File: config.mk
export PLATFORM = sky130hd
export DESIGN_NAME = m2_block_writer
export DESIGN_NICKNAME = d
export VERILOG_FILES = /design/src/rtl/m2_pkg.sv /design/src/rtl/clip_u8.sv /design/src/rtl/m2_block_writer.sv
export SDC_FILE = /design/constraint.sdc
export NUM_CORES = 1
export LEC_CHECK = 0
export CAP_MARGIN = 15
export CORE_ASPECT_RATIO = 1.1
export CORE_MARGIN = 2
export CORE_UTILIZATION = 40
export CTS_BUF_LIST = sky130_fd_sc_hd__clkbuf_4
export CTS_CLUSTER_DIAMETER = 80
export DETAILED_ROUTE_END_ITERATION = 10
export HOLD_SLACK_MARGIN = 0.06
export PLACE_DENSITY = 0.69
export SYNTH_ARGS = -nofsm -noshare
export SYNTH_HDL_FRONTEND = slang
export SYNTH_SLANG_ARGS = --single-unit
File: constraint.sdc
create_clock -name Clock -period 2.9 [get_ports Clock]
set_clock_uncertainty 0.1 [all_clocks]
set_input_delay 0.87 -clock Clock [delete_from_list [all_inputs] [get_ports Clock]]
set_output_delay 0.87 -clock Clock [all_outputs]
set_load 0.005 [all_outputs]
File: src/rtl/m2_pkg.sv
// ============================================================================
// m2_pkg : shared Milestone 2 types, SRAM plane map and block-count limits
// Revision: 1.0
// ============================================================================
`default_nettype none

package m2_pkg;

  typedef enum logic [1:0] {
    PLANE_Y = 2'd0,
    PLANE_U = 2'd1,
    PLANE_V = 2'd2
  } plane_e;

  localparam logic [17:0] C_Y_BASE   = 18'd0;
  localparam logic [17:0] C_U_BASE   = 18'd38400;
  localparam logic [17:0] C_V_BASE   = 18'd57600;
  localparam logic [17:0] C_Y_STRIDE = 18'd160;

  localparam logic [5:0] C_Y_BLOCK_COLS  = 6'd40;
  localparam logic [5:0] C_UV_BLOCK_COLS = 6'd20;
  localparam logic [4:0] C_BLOCK_ROWS    = 5'd30;

  typedef enum logic [1:0] {
    ST_IDLE    = 2'd0,
    ST_LEAD_IN = 2'd1,
    ST_WRITE   = 2'd2,
    ST_DONE    = 2'd3
  } bw_state_e;

  // Small constant-by-variable product built from shifted partial sums.
  function automatic logic [17:0] shift_add_mul(input logic [17:0] a, input logic [5:0] b);
    logic [17:0] acc;
    acc = '0;
    for (int i = 0; i < 6; i++) begin
      if (b[i]) acc = acc + (a << i);
    end
    return acc;
  endfunction

endpackage

`default_nettype wire

File: src/rtl/clip_u8.sv
// ============================================================================
// clip_u8 : saturate a signed 32-bit sample to an unsigned 8-bit pixel
// Revision: 1.0
// ============================================================================
`default_nettype none

module clip_u8 (
  input  logic [31:0] i_sample,
  output logic [7:0]  o_pixel
);

  always_comb begin
    if (i_sample[31])
      o_pixel = 8'h00;
    else if (|i_sample[30:8])
      o_pixel = 8'hFF;
    else
      o_pixel = i_sample[7:0];
  end

endmodule

`default_nettype wire

File: src/rtl/m2_block_writer.sv
// ============================================================================
// m2_block_writer : clip, pack and write one 8x8 IDCT result block to SRAM
// Revision: 1.0
// ============================================================================
`default_nettype none

module m2_block_writer
  import m2_pkg::*;
#(
  parameter logic [17:0] Y_BASE   = C_Y_BASE,
  parameter logic [17:0] U_BASE   = C_U_BASE,
  parameter logic [17:0] V_BASE   = C_V_BASE,
  parameter logic [17:0] Y_STRIDE = C_Y_STRIDE
) (
  input  logic        Clock,
  input  logic        Reset,
  input  logic        Start,
  input  logic [1:0]  Plane,
  input  logic [4:0]  Block_row,
  input  logic [5:0]  Block_col,
  output logic        Busy,
  output logic        Done,
  output logic        Error,
  output logic [5:0]  buf_address_a,
  output logic [5:0]  buf_address_b,
  input  logic [31:0] buf_read_data_a,
  input  logic [31:0] buf_read_data_b,
  output logic [17:0] SRAM_address,
  output logic [15:0] SRAM_write_data,
  output logic        SRAM_we_n
);

  bw_state_e   state_q, state_d;
  logic [5:0]  cnt_q, cnt_d;
  logic [17:0] row_addr_q, row_addr_d;
  logic [17:0] stride_q, stride_d;
  logic        busy_q, busy_d;
  logic        done_q, done_d;
  logic        error_q, error_d;
  logic        we_n_q, we_n_d;
  logic [17:0] sram_addr_q, sram_addr_d;
  logic [15:0] sram_data_q, sram_data_d;
  logic [5:0]  buf_a_q, buf_a_d;
  logic [5:0]  buf_b_q, buf_b_d;

  logic [17:0] w_base, w_stride, w_origin;
  logic [5:0]  w_col_limit;
  logic        w_legal;
  logic [1:0]  w_wr_w;
  logic [7:0]  w_pix_a, w_pix_b;

  clip_u8 u_clip_a (.i_sample(buf_read_data_a), .o_pixel(w_pix_a));
  clip_u8 u_clip_b (.i_sample(buf_read_data_b), .o_pixel(w_pix_b));

  always_comb begin
    w_base      = V_BASE;
    w_stride    = Y_STRIDE >> 1;
    w_col_limit = C_UV_BLOCK_COLS;
    case (Plane)
      PLANE_Y: begin
        w_base      = Y_BASE;
        w_stride    = Y_STRIDE;
        w_col_limit = C_Y_BLOCK_COLS;
      end
      PLANE_U: w_base = U_BASE;
      default: w_base = V_BASE;
    endcase
    w_legal  = (Plane != 2'd3) && (Block_row < C_BLOCK_ROWS) && (Block_col < w_col_limit);
    w_origin = w_base + (shift_add_mul(w_stride, {1'b0, Block_row}) << 3)
             + {10'd0, Block_col, 2'b00};
  end

  // Word captured this cycle lags the cycle counter by two (address + RAM latency).
  assign w_wr_w = cnt_q[1:0] - 2'd2;

  always_comb begin
    state_d     = state_q;
    cnt_d       = cnt_q;
    row_addr_d  = row_addr_q;
    stride_d    = stride_q;
    busy_d      = busy_q;
    done_d      = 1'b0;
    error_d     = 1'b0;
    we_n_d      = 1'b1;
    sram_addr_d = sram_addr_q;
    sram_data_d = sram_data_q;
    buf_a_d     = buf_a_q;
    buf_b_d     = buf_b_q;
    case (state_q)
      ST_IDLE: begin
        if (Start) begin
          if (w_legal) begin
            state_d    = ST_LEAD_IN;
            busy_d     = 1'b1;
            cnt_d      = 6'd1;
            buf_a_d    = 6'd0;
            buf_b_d    = 6'd1;
            row_addr_d = w_origin;
            stride_d   = w_stride;
          end else begin
            error_d = 1'b1;
          end
        end
      end
      ST_LEAD_IN: begin
        state_d = ST_WRITE;
        cnt_d   = cnt_q + 6'd1;
        buf_a_d = {cnt_q[4:0], 1'b0};
        buf_b_d = {cnt_q[4:0], 1'b1};
      end
      ST_WRITE: begin
        cnt_d = cnt_q + 6'd1;
        if (cnt_q <= 6'd31) begin
          buf_a_d = {cnt_q[4:0], 1'b0};
          buf_b_d = {cnt_q[4:0], 1'b1};
        end
        if (cnt_q <= 6'd33) begin
          we_n_d      = 1'b0;
          sram_addr_d = row_addr_q + {16'd0, w_wr_w};
          sram_data_d = {w_pix_a, w_pix_b};
          if (w_wr_w == 2'd3) row_addr_d = row_addr_q + stride_q;
        end else begin
          state_d = ST_DONE;
          done_d  = 1'b1;
        end
      end
      ST_DONE: begin
        state_d = ST_IDLE;
        busy_d  = 1'b0;
      end
      default: state_d = ST_IDLE;
    endcase
  end

  always_ff @(posedge Clock or posedge Reset) begin
    if (Reset) begin
      state_q     <= ST_IDLE;
      cnt_q       <= '0;
      row_addr_q  <= '0;
      stride_q    <= '0;
      busy_q      <= 1'b0;
      done_q      <= 1'b0;
      error_q     <= 1'b0;
      we_n_q      <= 1'b1;
      sram_addr_q <= '0;
      sram_data_q <= '0;
      buf_a_q     <= '0;
      buf_b_q     <= '0;
    end else begin
      state_q     <= state_d;
      cnt_q       <= cnt_d;
      row_addr_q  <= row_addr_d;
      stride_q    <= stride_d;
      busy_q      <= busy_d;
      done_q      <= done_d;
      error_q     <= error_d;
      we_n_q      <= we_n_d;
      sram_addr_q <= sram_addr_d;
      sram_data_q <= sram_data_d;
      buf_a_q     <= buf_a_d;
      buf_b_q     <= buf_b_d;
    end
  end

  assign Busy            = busy_q;
  assign Done            = done_q;
  assign Error           = error_q;
  assign buf_address_a   = buf_a_q;
  assign buf_address_b   = buf_b_q;
  assign SRAM_address    = sram_addr_q;
  assign SRAM_write_data = sram_data_q;
  assign SRAM_we_n       = we_n_q;

endmodule

`default_nettype wire
## Yosys cells after proc, flatten, opt, wreduce, memory -nomap -nowiden

Cells that the tools add are included.

| operators by class | value |
|---|---|
| add/sub/neg operators | 10 |
| $lt $le $gt $ge | 4 |
| equality and inequality tests | 12 |
| muxes and demuxes | 39 |
| reductions and logical operators | 18 |

Operator list:

| kind | count |
|---|---|
| 2-to-1 mux 18 bit | 4 |
| 2-to-1 mux 15 bit | 4 |
| 2-to-1 mux 8 bit | 6 |
| OR reduction 23 bit | 2 |
| 2-to-1 mux 6 bit | 7 |
| case mux 18 bit (2 select lines) | 1 |
| case mux 6 bit (3 select lines) | 2 |
| case mux 16 bit (2 select lines) | 1 |
| adder 16 x 18 -> 18 bit | 1 |
| adder 18 bit | 1 |
| adder 18 x 2 -> 18 bit | 1 |
| adder 18 x 8 -> 18 bit | 1 |
| adder 15 x 10 -> 15 bit | 1 |
| adder 15 x 11 -> 15 bit | 1 |
| adder 15 x 12 -> 15 bit | 1 |
| inequality test 2 bit, second input constant | 7 |
| case mux 6 bit (2 select lines) | 1 |
| AND reduction 3 bit | 4 |
| adder 8 x 9 -> 10 bit | 1 |
| 2-to-1 mux 1 bit | 8 |
| case mux 2 bit (4 select lines) | 1 |
| adder 6 x 1 -> 6 bit, second input constant | 1 |
| == test 2 bit, second input constant | 3 |
| less-or-equal comparator 6 x 5 -> 1 bit, second input constant | 1 |
| other kinds (15) | 22 |

| word-level totals | value |
|---|---|
| bits in registers | 94 |
| input bits | 80 |
| output and inout bits | 50 |
| logic and storage cells | 95 |

## Logic depth before layout (Yosys ltp)

| depth | value |
|---|---|
| depth after elaboration | 16 |
| gate-level depth with buffers | 27 |
| depth with buffers taken out | 24 |

## Hierarchy

A second synthesis with hierarchy kept.

| second synthesis, totals | value |
|---|---|
| cells, all modules | 522 |
| area total of the unflattened synthesis | 4,872.2 um2 |

Modules (own cells, without submodules):

| module | instances | cells an instance | area each (um2) | seq. area each (um2) |
|---|---|---|---|---|
| m2_block_writer | 1 | 468 | 4,481.8 | 1,752.9 |
| clip_u8 | 2 | 27 | 195.2 | 0.0 |

## Worst setup path before layout

Ideal clock, no wire load.

| path | value |
|---|---|
| kind | input to register |
| start | input Plane[1] |
| end | register row_addr_q[15] |
| setup time | 104 ps |
| data arrival time | 5,301 ps |
| required time | 2,696 ps |
| slack | -2,605 ps |
| stages | 22 |
| path buffers | 3 |
| cell sequence | buf_6 > nor2_1 > buf_2 > inv_2 > clkbuf_1 > and2_1 > ha_1 > mux2_2 > ha_1 > and2_1 > a41oi_1 > mux2_2 > a221o_1 > ha_1 > a31oi_1 > mux2i_1 > nand3_1 > ha_1 > and3_1 > a31oi_1 > xor2_1 > a221oi_1 |

| between the ends | value |
|---|---|
| elaborated cells on any way between the ends | 25 |
| those cells by class | 6 x add/sub; 1 x order compare; 3 x eq/ne; 11 x mux; 4 x reduce/logical |

RTL lines:

| what | line | source |
|---|---|---|
| start: declaration | m2_block_writer.sv:18 | `input logic [1:0] Plane,` |
| logical NOT 2 bit | m2_block_writer.sv:59 | `case (Plane)` |
| 2-to-1 mux 6 bit | m2_block_writer.sv:59 |  |
| named net w_col_limit[2] | m2_block_writer.sv:47 | `logic [5:0] w_col_limit;` |
| less-than comparator 6 bit | m2_block_writer.sv:68 | `w_legal = (Plane != 2'd3) && (Block_row < C_BLOCK_ROWS) && (Block_col < w_col_limit);` |
| logical AND 1 bit | m2_block_writer.sv:68 |  |
| inequality test 2 bit (no source line) | n/a |  |
| AND reduction 5 bit (no source line) | n/a |  |
| end signal: assignment | m2_block_writer.sv:152 | `row_addr_q <= row_addr_d;` |
| end: declaration | m2_block_writer.sv:35 | `logic [17:0] row_addr_q, row_addr_d;` |

The timed path passes the listed nets, and every way through them passes these cells. The select of a mux whose other input is x is not followed.
A chain may end at the register's enable or synchronous reset.

## Worst setup path after layout

| path | value |
|---|---|
| start | input Plane[0] |
| end | register row_addr_q[15] |

| between the ends | value |
|---|---|
| word-level cells in the longest chain between the ends | 16 |
| elaborated cells on any way between the ends | 25 |
| those cells by class | 6 x add/sub; 1 x order compare; 3 x eq/ne; 11 x mux; 4 x reduce/logical |

Ends and longest elaborated chain:

| what | line | source |
|---|---|---|
| logical NOT 2 bit | m2_block_writer.sv:59 |  |
| 2-to-1 mux 8 bit | m2_block_writer.sv:59 |  |
| 2-to-1 mux 8 bit | m2_pkg.sv:36 | `if (b[i]) acc = acc + (a << i);` |
| adder 8 x 9 -> 10 bit | m2_pkg.sv:36 |  |
| 2-to-1 mux 15 bit | m2_pkg.sv:36 |  |
| adder 15 x 10 -> 15 bit | m2_pkg.sv:36 |  |
| 2-to-1 mux 15 bit | m2_pkg.sv:36 |  |
| adder 15 x 11 -> 15 bit | m2_pkg.sv:36 |  |
| 2-to-1 mux 15 bit | m2_pkg.sv:36 |  |
| adder 15 x 12 -> 15 bit | m2_pkg.sv:36 |  |
| 2-to-1 mux 15 bit | m2_pkg.sv:36 |  |
| adder 16 x 18 -> 18 bit | m2_block_writer.sv:69 | `w_origin = w_base + (shift_add_mul(w_stride, {1'b0, Block_row}) << 3)` |
| adder 18 x 8 -> 18 bit | m2_block_writer.sv:70 | `+ {10'd0, Block_col, 2'b00};` |
| 2-to-1 mux 18 bit | m2_block_writer.sv:92 | `if (w_legal) begin` |
| 2-to-1 mux 18 bit | m2_block_writer.sv:91 | `if (Start) begin` |
| case mux 18 bit (2 select lines) | m2_block_writer.sv:89 | `case (state_q)` |

Parallel ways exist; a longest one is shown, timed or not. The select of a mux whose other input is x is not followed.

==> out/qor.yml <==
placed_design:
  port_buffers: 128
  placed_cell_area_um2: 6620
  post-place-ws_ns: -2.53
  dp_hpwl_um: 9920
  routabilityCongestion: 0.835
layout:
  final_cell_mix: "clkdlybuf4s50_1, buf_4, dfrtp_1"
  diodes: 0
  drive_gt1_frac: 0.274
  area_growth_pct: 55.0
  fillers: 963
  layout.nets: 820
  postLayoutCellArea_um2: 7110
  final_common_cell: "clkdlybuf4s50_1"
grt:
  grt_pass1_vias: 4433
  grt_overflow: 0
  grt_pass1_wl_um: 20900
  grt_max_degree: 53
  antenna_found_initial: 0
  grt_usage: 0.213
pwr:
  p_total_mw: 5.56
  leakagePower_nw: 3.04
  pwr_density_cell_nw_per_um2: 782
  vdd_drop_max_mv: 0.319
drt:
  route.antenna.remaining_nets: 0
  dr.pass1.iters: 6
  viasPerCell: 5.22
  drc: 0
  post_drt_wl_per_cell_um: 15.1
  wl_um: 13000
  via_count: 4492
  drt_iter0_drc: 174
setup_path:
  cp_slowest_cell: "a221o_1"
  required_ns: 3.12
  cp_max_fo: 4
  crit_chain: "buf_6, nor2_4, buf_6, inv_4, and2_4, ha_4, mux2_4, ha_4, o211ai_1, nor4_2, a41oi_2, mux2_4, a221o_1, ha_4, xor2_1, a21oi_1, ha_1, a21o_1, nand2_2, nand2b_4, a31oi_2, xor2_1, a221oi_1"
  endpoint_kind: "flip-flop"
  cp-start-kind: "input port"
  critical_path.max_stage_delay_ns: 0.32
  worstSetupPathType: "input port to flip-flop"
  critical-path-top-delay-family: "compound AO/OA/AOI/OAI gates"
  arrival_ns: 4.80
  crit_buf_inv: 3
  cp_common_cell: "ha_4"
synthesis:
  synth_enable_flop_cells: 0
  ys_ff_latch: 70
  synth-warning-count: 0
  ys.flop_type: "dfrtp_1"
  async_flop_share: 1.00
  synth.avg_cell_area_um2: 9.19
  postSynthCellCount: 499
  ys_types: 68
  syn_area_um2: 4590
  yosysSeqAreaShare: 0.382
die:
  die-area_um2: 12300
  design.core.area_um2: 11300
  die_x_um: 106
  die_h_um: 116
  num_rows: 41
  initial_core_util: 0.404
  io_pins: 130
sta:
  max_freq_mhz: 218
  worst_slack_ns: -1.68
  hold_viol: 0
  maxSlewHeadroom: 0.639
  setup_viol: 17
  rsz0062_at_grt: "true"
  finalSetupTns_ns: -8.02
  maxSlewViolCount: 0
  holdWs_ns: 0.385
  min_period_over_period: 1.58
  min_period_ns: 4.58
  tightest_slew_ns: 0.541
clocking:
  clk_latency_ns: 0.42
  cts_hold_buf: 0
  clkTransAtPathRegs_ns: 0.10
  cts.sinks: 70
  cts_tree: "yes"
  clockRootBuffer: "clkbuf_4"
  cts.path.max_buffers: 2
  cts.htree.levels: 3
  cts_buffers: 9
hold_path:
  holdCritPathClass: "flip-flop to flip-flop"
flow_run:
  drv_cap: 0
status:
  violations: "setup timing"
  outcome: "finished, violations left"
## tightest hold or removal path: stages (launching register included)
cell and delay [ns]:
dfrtp_1 0.35, nand2_1 0.05, o31ai_1 0.05
## cell families after synthesis
kind of cell	share of synthesized area
AOI/OAI and AO/OA	0.191
xor gates and xnor gates	0.0286
adders and majority gates	0.0933
buffers and inverters	0.0573
DFF	0.382
muxes	0.0674
other	0.000818
and+or+nand+nor	0.179
## what timing repair did
action	4_1_cts	5_1_grt
setup endpoints to repair	33	30
gates cloned	1	0
setup buffers	17	4
pin swaps	26	19
hold endpoints to repair	0	0
gates resized for setup	53	25
## where the power goes
| part | switching [mW] | internal, mW | total, mW |
|---|---|---|---|
| Sequential | 0.305 | 1.41 | 1.71 |
| Clock | 0.336 | 0.161 | 0.497 |
| Combinational | 1.53 | 1.82 | 3.35 |
| Total | 2.17 | 3.39 | 5.56 |
## area by class of cell
cell class	instances	area, µm²	share of cell area
Multi-Input combinational cell	372	2870	0.404
Sequential cell	70	1750	0.247
Clock buffer	9	67.6	0.00951
Clock inverter	6	30.0	0.00422
Tap cell	150	188	0.0264
Inverter	27	104	0.0146
Timing Repair Buffer	227	2090	0.294
## stage by stage
step                utilization  cells
floorplan                     -    500
global placement          0.583    826
detailed placement        0.583    826
CTS                       0.617    857
global route              0.627    861
finish                    0.627    861
## flip-flops by register name, summed over array words and instances (netlist names)
name / count
cnt_q: 6
SRAM_we_n: 1
SRAM_write_data: 16
Error: 1
row_addr_q: 16
state_q: 2
stride_q: 2
Done: 1
Busy: 1
buf_address_b: 6
SRAM_address: 18
## synth_stat cells, types with 5 or more instances
library cell | n | area [µm²]
a31oi_1 | 5 | 31.3
buf_4 | 7 | 52.6
nor3_1 | 22 | 110
o21a_1 | 5 | 37.5
mux2_2 | 21 | 236
o31ai_1 | 17 | 128
dfrtp_1 | 69 | 1730
nor2b_1 | 7 | 43.8
o21ai_0 | 28 | 140
clkbuf_1 | 17 | 63.8
nand2_1 | 51 | 191
ha_1 | 31 | 388
nor2_1 | 24 | 90.1
and2_1 | 8 | 50.1
nand2b_1 | 5 | 31.3
xnor2_1 | 10 | 87.6
a21oi_1 | 31 | 155
inv_1 | 25 | 93.8
nand3_1 | 14 | 70.1
nand4_1 | 6 | 37.5
xor2_1 | 5 | 43.8
a21boi_0 | 6 | 45.0
mux2i_1 | 5 | 50.1
nor4_1 | 13 | 81.3
## final timing paths
path,startpoint,to,slack [ns],cells past startpoint
worst max-delay path,Plane[0],row_addr_q[15]$_DFFE_PP0P_,-1.68,23
worst min-delay path,SRAM_write_data[9]$_DFFE_PP0P_,SRAM_write_data[9]$_DFFE_PP0P_,0.38,2
worst max register to register,cnt_q[1]$_DFFE_PP0P_,row_addr_q[12]$_DFFE_PP0P_,0.41,8
worst min register to register,SRAM_write_data[9]$_DFFE_PP0P_,SRAM_write_data[9]$_DFFE_PP0P_,0.38,2
max in group asynchronous,Reset,cnt_q[4]$_DFFE_PP0P_,1.34,3
min in group asynchronous,Reset,SRAM_write_data[4]$_DFFE_PP0P_,0.71,2
## routing by layer
layer	vias up	routed length (µm)	global-route usage
met4	0	201	0.0675
met1	2145	5260	0.235
met5	-	0	0
met3	15	749	0.0525
li1	2214	-	-
met2	118	6810	0.403
(Power assumes the default switching activity.)
